File: src/rtl/ecs8_pio_irq_if.sv
// Avalon-MM slave bus bundle for ecs8_pio_irq.
// Latency: reads return one cycle after avs_read; writes complete on the strobe cycle.
// Backpressure: none, because the slave never inserts wait states.
// Signals: avs_address (3b word address), avs_read, avs_write, avs_writedata (32b),
//          avs_readdata (32b, driven by the slave).
interface ecs8_pio_irq_if;
  logic [2:0]  avs_address;
  logic        avs_read;
  logic        avs_write;
  logic [31:0] avs_writedata;
  logic [31:0] avs_readdata;

  modport master (
    output avs_address, avs_read, avs_write, avs_writedata,
    input  avs_readdata
  );

  modport slave (
    input  avs_address, avs_read, avs_write, avs_writedata,
    output avs_readdata
  );
endinterface

File: src/rtl/ecs8_pio_irq.sv
// ecs8 PIO peripheral: synchronised, optionally debounced inputs with edge-capture irq,
// and register-driven outputs with atomic set/clear.
// Latency: registered read data (+1 cycle); inputs reach DATA after 2 sync edges plus the
// debounce window, or after the 3rd edge when debounce is compiled out.
// Backpressure: none, because the Avalon slave always accepts requests with zero wait states.
//
// Optional feature macro: ECS8_PIO_IRQ_DBNC_EN (per-bit debounce counters).
// Ports:
//   clk, rst_n     - system clock, asynchronous active-low reset
//   pio_in  [IW]   - asynchronous input pins
//   pio_out [OW]   - output register
//   irq            - OR of (edge & mask), taken from flops only
//   avs            - Avalon-MM slave (ecs8_pio_irq_if.slave)
// Register map (word address): 0 DATA(R), 1 OUT(RW), 2 MASK(RW), 3 EDGE(R/W1C),
//   4 RISE_EN(RW), 5 FALL_EN(RW), 6 OUT_SET(W), 7 OUT_CLR(W).
module ecs8_pio_irq #(
  parameter int            IW       = 4,
  parameter int            OW       = 2,
  parameter logic [IW-1:0] IN_RST   = '0,
  parameter logic [OW-1:0] OUT_RST  = '0,
  parameter int            DBNC_CNT = 32768
) (
  input  logic                 clk,
  input  logic                 rst_n,
  input  logic [IW-1:0]        pio_in,
  output logic [OW-1:0]        pio_out,
  output logic                 irq,
  ecs8_pio_irq_if.slave        avs
);

  localparam logic [2:0] A_DATA    = 3'd0;
  localparam logic [2:0] A_OUT     = 3'd1;
  localparam logic [2:0] A_MASK    = 3'd2;
  localparam logic [2:0] A_EDGE    = 3'd3;
  localparam logic [2:0] A_RISE_EN = 3'd4;
  localparam logic [2:0] A_FALL_EN = 3'd5;
  localparam logic [2:0] A_OUT_SET = 3'd6;
  localparam logic [2:0] A_OUT_CLR = 3'd7;

  logic [IW-1:0] s1, s2;
  logic [IW-1:0] state, state_nxt;
  logic [IW-1:0] mask, rise_en, fall_en, edge_cap;
  logic [IW-1:0] edge_evt, w1c;
  logic [IW-1:0] wd_in;
  logic [OW-1:0] wd_out;
  logic [31:0]   rd_val;
  logic          unused_wd;

  assign wd_in  = avs.avs_writedata[IW-1:0];
  assign wd_out = avs.avs_writedata[OW-1:0];
  // Upper write-data bits are architecturally ignored.
  assign unused_wd = ^avs.avs_writedata;

  // Two-flop synchroniser; reset to the pins' idle level so no edge fires on release.
  always_ff @(posedge clk or negedge rst_n) begin
    if (!rst_n) begin
      s1 <= IN_RST;
      s2 <= IN_RST;
    end else begin
      s1 <= pio_in;
      s2 <= s1;
    end
  end

`ifdef ECS8_PIO_IRQ_DBNC_EN
  localparam int CW = $clog2(DBNC_CNT);
  localparam logic [CW-1:0] CNT_LAST = CW'(DBNC_CNT - 1);

  // A bit is accepted only once s2 has disagreed with state for DBNC_CNT consecutive edges;
  // any agreement in between restarts the count.
  for (genvar i = 0; i < IW; i++) begin : g_dbnc
    logic [CW-1:0] cnt;
    logic          differ;

    assign differ       = s2[i] ^ state[i];
    assign state_nxt[i] = (differ && cnt == CNT_LAST) ? s2[i] : state[i];

    always_ff @(posedge clk or negedge rst_n) begin
      if (!rst_n) begin
        cnt <= '0;
      end else if (!differ || cnt == CNT_LAST) begin
        cnt <= '0;
      end else begin
        cnt <= cnt + 1'b1;
      end
    end
  end
`else
  assign state_nxt = s2;
`endif

  // Edge events are detected against the state being loaded on this very edge.
  assign edge_evt = (state_nxt & ~state & rise_en) | (~state_nxt & state & fall_en);
  assign w1c      = (avs.avs_write && avs.avs_address == A_EDGE) ? wd_in : '0;

  always_ff @(posedge clk or negedge rst_n) begin
    if (!rst_n) begin
      state    <= IN_RST;
      edge_cap <= '0;
    end else begin
      state    <= state_nxt;
      // A new event on the same bit overrides a simultaneous software clear.
      edge_cap <= (edge_cap & ~w1c) | edge_evt;
    end
  end

  always_ff @(posedge clk or negedge rst_n) begin
    if (!rst_n) begin
      pio_out <= OUT_RST;
      mask    <= '0;
      rise_en <= '0;
      fall_en <= '0;
    end else if (avs.avs_write) begin
      case (avs.avs_address)
        A_OUT:     pio_out <= wd_out;
        A_MASK:    mask    <= wd_in;
        A_RISE_EN: rise_en <= wd_in;
        A_FALL_EN: fall_en <= wd_in;
        A_OUT_SET: pio_out <= pio_out | wd_out;
        A_OUT_CLR: pio_out <= pio_out & ~wd_out;
        default:   ;
      endcase
    end
  end

  // Read mux uses pre-write register values, so a same-cycle write is not visible.
  always_comb begin
    rd_val = '0;
    case (avs.avs_address)
      A_DATA:    rd_val = 32'(state);
      A_OUT:     rd_val = 32'(pio_out);
      A_MASK:    rd_val = 32'(mask);
      A_EDGE:    rd_val = 32'(edge_cap);
      A_RISE_EN: rd_val = 32'(rise_en);
      A_FALL_EN: rd_val = 32'(fall_en);
      default:   rd_val = '0;
    endcase
  end

  always_ff @(posedge clk or negedge rst_n) begin
    if (!rst_n) begin
      avs.avs_readdata <= '0;
    end else if (avs.avs_read) begin
      avs.avs_readdata <= rd_val;
    end
  end

  assign irq = |(edge_cap & mask);

endmodule

File: src/flat_wrapper.sv
// flat-port wrapper written by rule: the top's interface ports become plain ports
module ecs8_pio_irq_flat 
#(
  parameter int            IW       = 4,
  parameter int            OW       = 2,
  parameter logic [IW-1:0] IN_RST   = '0,
  parameter logic [OW-1:0] OUT_RST  = '0,
  parameter int            DBNC_CNT = 32768
)
  (clk, rst_n, pio_in, pio_out, irq, avs_avs_address, avs_avs_read, avs_avs_write, avs_avs_writedata, avs_avs_readdata);
  ecs8_pio_irq_if avs_i ();
  input  logic clk;
  input  logic rst_n;
  input  logic [IW-1:0] pio_in;
  output logic [OW-1:0] pio_out;
  output logic irq;
  input wire logic [$bits(avs_i.avs_address)-1:0] avs_avs_address;
  input wire logic [$bits(avs_i.avs_read)-1:0] avs_avs_read;
  input wire logic [$bits(avs_i.avs_write)-1:0] avs_avs_write;
  input wire logic [$bits(avs_i.avs_writedata)-1:0] avs_avs_writedata;
  output wire logic [$bits(avs_i.avs_readdata)-1:0] avs_avs_readdata;
  assign avs_i.avs_address = avs_avs_address;
  assign avs_i.avs_read = avs_avs_read;
  assign avs_i.avs_write = avs_avs_write;
  assign avs_i.avs_writedata = avs_avs_writedata;
  assign avs_avs_readdata = avs_i.avs_readdata;
  ecs8_pio_irq #(.IW(IW), .OW(OW), .IN_RST(IN_RST), .OUT_RST(OUT_RST), .DBNC_CNT(DBNC_CNT)) u_core (.clk(clk), .rst_n(rst_n), .pio_in(pio_in), .pio_out(pio_out), .irq(irq), .avs(avs_i));
endmodule
File: config.mk
export PLATFORM = sky130hd
export DESIGN_NAME = ecs8_pio_irq_flat
export DESIGN_NICKNAME = d
export VERILOG_FILES = /design/src/rtl/ecs8_pio_irq_if.sv /design/src/rtl/ecs8_pio_irq.sv /design/src/flat_wrapper.sv
export SDC_FILE = /design/constraint.sdc
export NUM_CORES = 1
export LEC_CHECK = 0
export CELL_PAD_IN_SITES_DETAIL_PLACEMENT = 1
export CELL_PAD_IN_SITES_GLOBAL_PLACEMENT = 2
export CORE_MARGIN = 4
export CORE_UTILIZATION = 24
export CTS_CLUSTER_DIAMETER = 80
export CTS_CLUSTER_SIZE = 20
export DETAILED_ROUTE_END_ITERATION = 8
export PLACE_DENSITY = 0.79
export SYNTH_ARGS = -nofsm -noshare
export SYNTH_HDL_FRONTEND = slang
export SYNTH_SLANG_ARGS = --single-unit
File: constraint.sdc
create_clock -name clk -period 1.3 [get_ports clk]
set_input_delay 0.13 -clock clk [delete_from_list [all_inputs] [get_ports clk]]
set_output_delay 0.13 -clock clk [all_outputs]
set_load 0.02 [all_outputs]
; After elaboration in Yosys (flattened, before gate mapping)
; Cells that the tools add are included.
[word_totals]
regBits = 62
out_inout_bits = 35
wordCells = 41
[classes]
n_eq_ne = 7
n_mux = 3
n_bitwise = 14
n_reduce_logical = 8
[ops]
columns = op, n
row1 = $and A4 B4 Y4, 6
row2 = $pmux W4 S6, 1
row3 = $eq A3 B3 Y1 const B, 4
row4 = $not A4 Y4, 3
row5 = $or A4 B4 Y4, 2
row6 = $reduce_and A2 Y1, 4
row7 = $eq A3 B2 Y1 const B, 2
row8 = $pmux W2 S3, 1
row9 = $mux W4, 1
row10 = $reduce_or A4 Y1, 1
row11 = $eq A3 B1 Y1 const B, 1
row12 = $logic_not A3 Y1, 1
row13 = $reduce_bool A3 Y1, 1
row14 = $and A2 B2 Y2, 1
row15 = $not A2 Y2, 1
row16 = $or A2 B2 Y2, 1
row17 = $logic_and A1 B1 Y1, 1

; Logic depth before layout (Yosys ltp)
[depth]
depth_word = 6
depth_mapped = 6
mapped_depth_nobuf = 4

; Worst setup path after synthesis
; Ideal clock, no wire load.
[synth_timing]
path_kind = input to register
from = input port avs_avs_address[2]
to = register u_core.mask[0]
arrival_ns = 1.049
setup_slack_ns = 0.126
path_stages = 4
n_path_buf = 1
path_cell_list = buf_2 nand2b_1 nor2_1 mux2_2
[synth_via]
elab_chain_cells = 2
[synth_rtl]
columns = item, line
row1 = from (decl), flat_wrapper.sv:17  ; input wire logic [$bits(avs_i.avs_address)-1:0] avs_avs_address;
row2 = $eq A3 B2 Y1, ecs8_pio_irq.sv:114  ; case (avs.avs_address)
row3 = $reduce_and A2 Y1 (no source line), --
row4 = to (signal assigned), ecs8_pio_irq.sv:116  ; A_MASK: mask <= wd_in;
row5 = to (decl), ecs8_pio_irq.sv:42  ; logic [IW-1:0] mask, rise_en, fall_en, edge_cap;
; Every way passes these cells.
; A chain may end at the register's enable or synchronous reset.

; Final worst setup path
[layout_timing]
from = register u_core.mask[0]
to = output port irq
[layout_via]
elab_chain_cells = 2
[layout_rtl]
columns = item, line
row1 = $and A4 B4 Y4, ecs8_pio_irq.sv:148  ; assign irq = |(edge_cap & mask);
row2 = $reduce_or A4 Y1, ecs8_pio_irq.sv:148
row3 = to (decl), flat_wrapper.sv:16  ; output logic irq;
; Every way passes these cells.

==> run summary <==
unrepaired setup endpoints after global routing: true
Synth Register Bits: 34
Core ar.: 6907 sq um
synth unique cells: 32
Die Span Y: 93.01 um
skew final: 0.006717 ns
fin crit period: 1.258 ns
H-tree depth: 2
total iterations of the first detailed-routing run: 4
number of top-level pins: 78
Antenna Nets Post-Route: 0
Worst Setup Start Kind: register
Tcrit/Tclk final: 96.77%
Post-DP HPWL: 3099 um
Synth area leaders: dfrtp_1 49%, buf_4 12%, mux2_2 5.2%, nand2_1 4.5%, mux2i_1 4.0%
Critical Path RT: 1.17 ns
Clk Tree Root Cell: clkbuf_8
routability congestion estimate from global placement: 0.7542
crit path kind: register to output port
proportion of layout cells with a drive suffix above 1: 25.12%
met3 usage: 2.414%
cts hold-fix bufs: 0
CP arrival: 1.13 ns
vias in the first global route: 1245
Sink Count: 34
total grt overflow: 0
met1 usage: 12.55%
critical path peak fanout: 2
PwrDens: 1268 nW/um^2
CTS Buffer Depth: 2
R2R cell count: 4
worst-skew pair later-pin latency: 0.29 ns
Mean Syn Cell Area: 10.98 sq um
WL/cell: 13.54 um
CP Capture Type: output port
Clock Pin Slew Worst Setup and Hold Paths: 0.07 ns
post-synthesis sequential area ratio: 49.06%
port bufs: 21
status: complete, no violations
yosys warns: 0
Peak supply drop: 339.2 uV
Global Route Usage Sum: 9.971%
first-pass GRT wire length: 6492 um
number of synthesized flops with an enable pin: 0
Main synth FF type: dfrtp_1
max_cap viols: 0
initial antenna violation count: 0
die extent in x: 93.01 um
number of buffers created by CTS: 5
Top Usage Layer GRT: met2
largest net degree at the start of global routing: 35
Finish-stage setup viols: 0
Synth top area share: 49.06%
detailed-route via count: 1222
Avg Vias per Cell: 4.087
Hold WS: 0.2117 ns
M2 GR Usage: 15.48%
CTS tree: built
die area: 8650 sq um
standard-cell row count: 30
First DRT Iteration DRCs: 34
reg-to-reg slack, setup: 0.24 ns
Static Leakage: 1.036 nW
FF-to-FF Start: u_core.mask[1]
nets: 245
fraction of registers with async set/reset: 100.0%
Cells after Synth: 158
starting density of the core: 25.11%
number of diodes: 0
DRC errors left: 0
Post-DP Area: 2088 sq um
Synth Cell Area: 1734 sq um
Synth area leader: dfrtp_1
fin area: 2201 sq um
Layout area overhead: 26.91%
final wirelength: 4048 um
Final Hold Fails: 0
Peak Freq: 794.9 MHz
Slew Viols, Final: 0
worst flop-to-flop path endpoint: u_core.avs.avs_readdata[1]
HP Class: input pin to async pin
## cells by family (layout without fill, tap and decap cells)
| logic type | Yosys count | count (layout) | share of synthesized area [%] |
|---|---|---|---|
| flops | 34 | 34 | 49.06 |
| buf+inv | 38 | 56 | 15.80 |
| mux | 19 | 19 | 12.70 |
| other cells | 1 | 28 | 0.2162 |
| simple gates | 37 | 37 | 10.82 |
| compound gates | 29 | 29 | 11.40 |
## worst max path at each step
stage / from / slack (ns) / endpoint
floorplan: avs_avs_address[2] / 0.13 / u_core.mask[0]
global placement: avs_avs_address[2] / -0.40 / u_core.mask[3]
detailed placement: avs_avs_address[2] / -0.37 / u_core.pio_out[0]
CTS: avs_avs_address[0] / 0.006 / u_core.fall_en[3]
global route: u_core.mask[0] / -0.01 / irq
finish: u_core.mask[0] / 0.04 / irq
## flip-flops by register name, summed over array words and instances (netlist names)
name	count
u_core.mask	4
u_core.edge_cap	4
u_core.rise_en	4
u_core.s2	4
u_core.state	4
u_core.fall_en	4
u_core.avs.avs_readdata	4
u_core.s1	4
u_core.pio_out	2
## worst max-delay path: stages (launching register included)
cell     delay [ns]
dfrtp_1        0.39
a22oi_2        0.21
nand2_1        0.08
buf_2          0.16
## cell usage in the layout (no fill, tap or decap), types with 4 or more instances in the layout
cell	count
mux2_2	8
dfrtp_1	34
nand3b_1	6
clkbuf_8	6
nor2_1	4
dlygate4sd2_1	7
conb_1	28
a21oi_1	4
clkdlybuf4s50_1	10
o21ai_0	4
o211ai_1	4
mux2i_1	7
buf_4	22
nand2_1	21
mux2_4	4
## metal layers
layer	vias up	wire length, um
li1	575	-
met5	-	0
met1	606	1780
met2	34	1938
met4	0	103
met3	7	226
## repair_timing
action | CTS | global route
endpoints found under the hold margin | 0 | 0
setup buffers | 0 | 1
gates resized for setup | 12 | 8
setup endpoints to repair | 21 | 20
cloned | 0 | 0
pin swaps | 0 | 1
## synthesized netlist by cell type, drive strengths merged, types with 2 or more instances
library cell   n
mux2          12
buf           34
o22ai          3
dfrtp         34
inv            3
nand2         22
o21ai          5
mux2i          7
o22a           2
nand3b         6
a21oi          5
nor2           4
o211ai         4
a22oi          2
a221oi         2
nand2b         2
## area by class of cell
type	instances	area, sq um
fillers	804	4706
flip-flops and latches	34	850.8
multi-input cells	113	726.9
repair buffers	45	400.4
well taps	96	120.1
clock buffers	7	86.33
inverters	3	11.26
clock inverters	1	5.005
## stage by stage
stage | setup WS [ns] | cells | TNS, ns | util (%) | power [mW]
6_report | 0.04202 | 299 | 0 | 31.87 | 2.790
5_1_grt | -0.01053 | 299 | -0.01053 | 31.87 | 2.974
4_1_cts | 0.006237 | 298 | 0 | 31.43 | 2.838
3_5_place_dp | -0.3739 | 290 | -6.887 | 30.24 | 2.027
3_3_place_gp | -0.3980 | 290 | -7.430 | 30.24 | 2.005
2_1_floorplan | 0.1259 | 185 | 0 | - | 1.759
## power breakdown
| group | switching [mW] | leakage [nW] | internal [mW] |
|---|---|---|---|
| Combinational | 0.341 | 0.591 | 0.336 |
| Sequential | 0.109 | 0.396 | 1.21 |
| Clock | 0.373 | 0.0482 | 0.427 |
| Total | 0.823 | 1.04 | 1.97 |
Note: power is estimated with default switching activity, not from simulation.
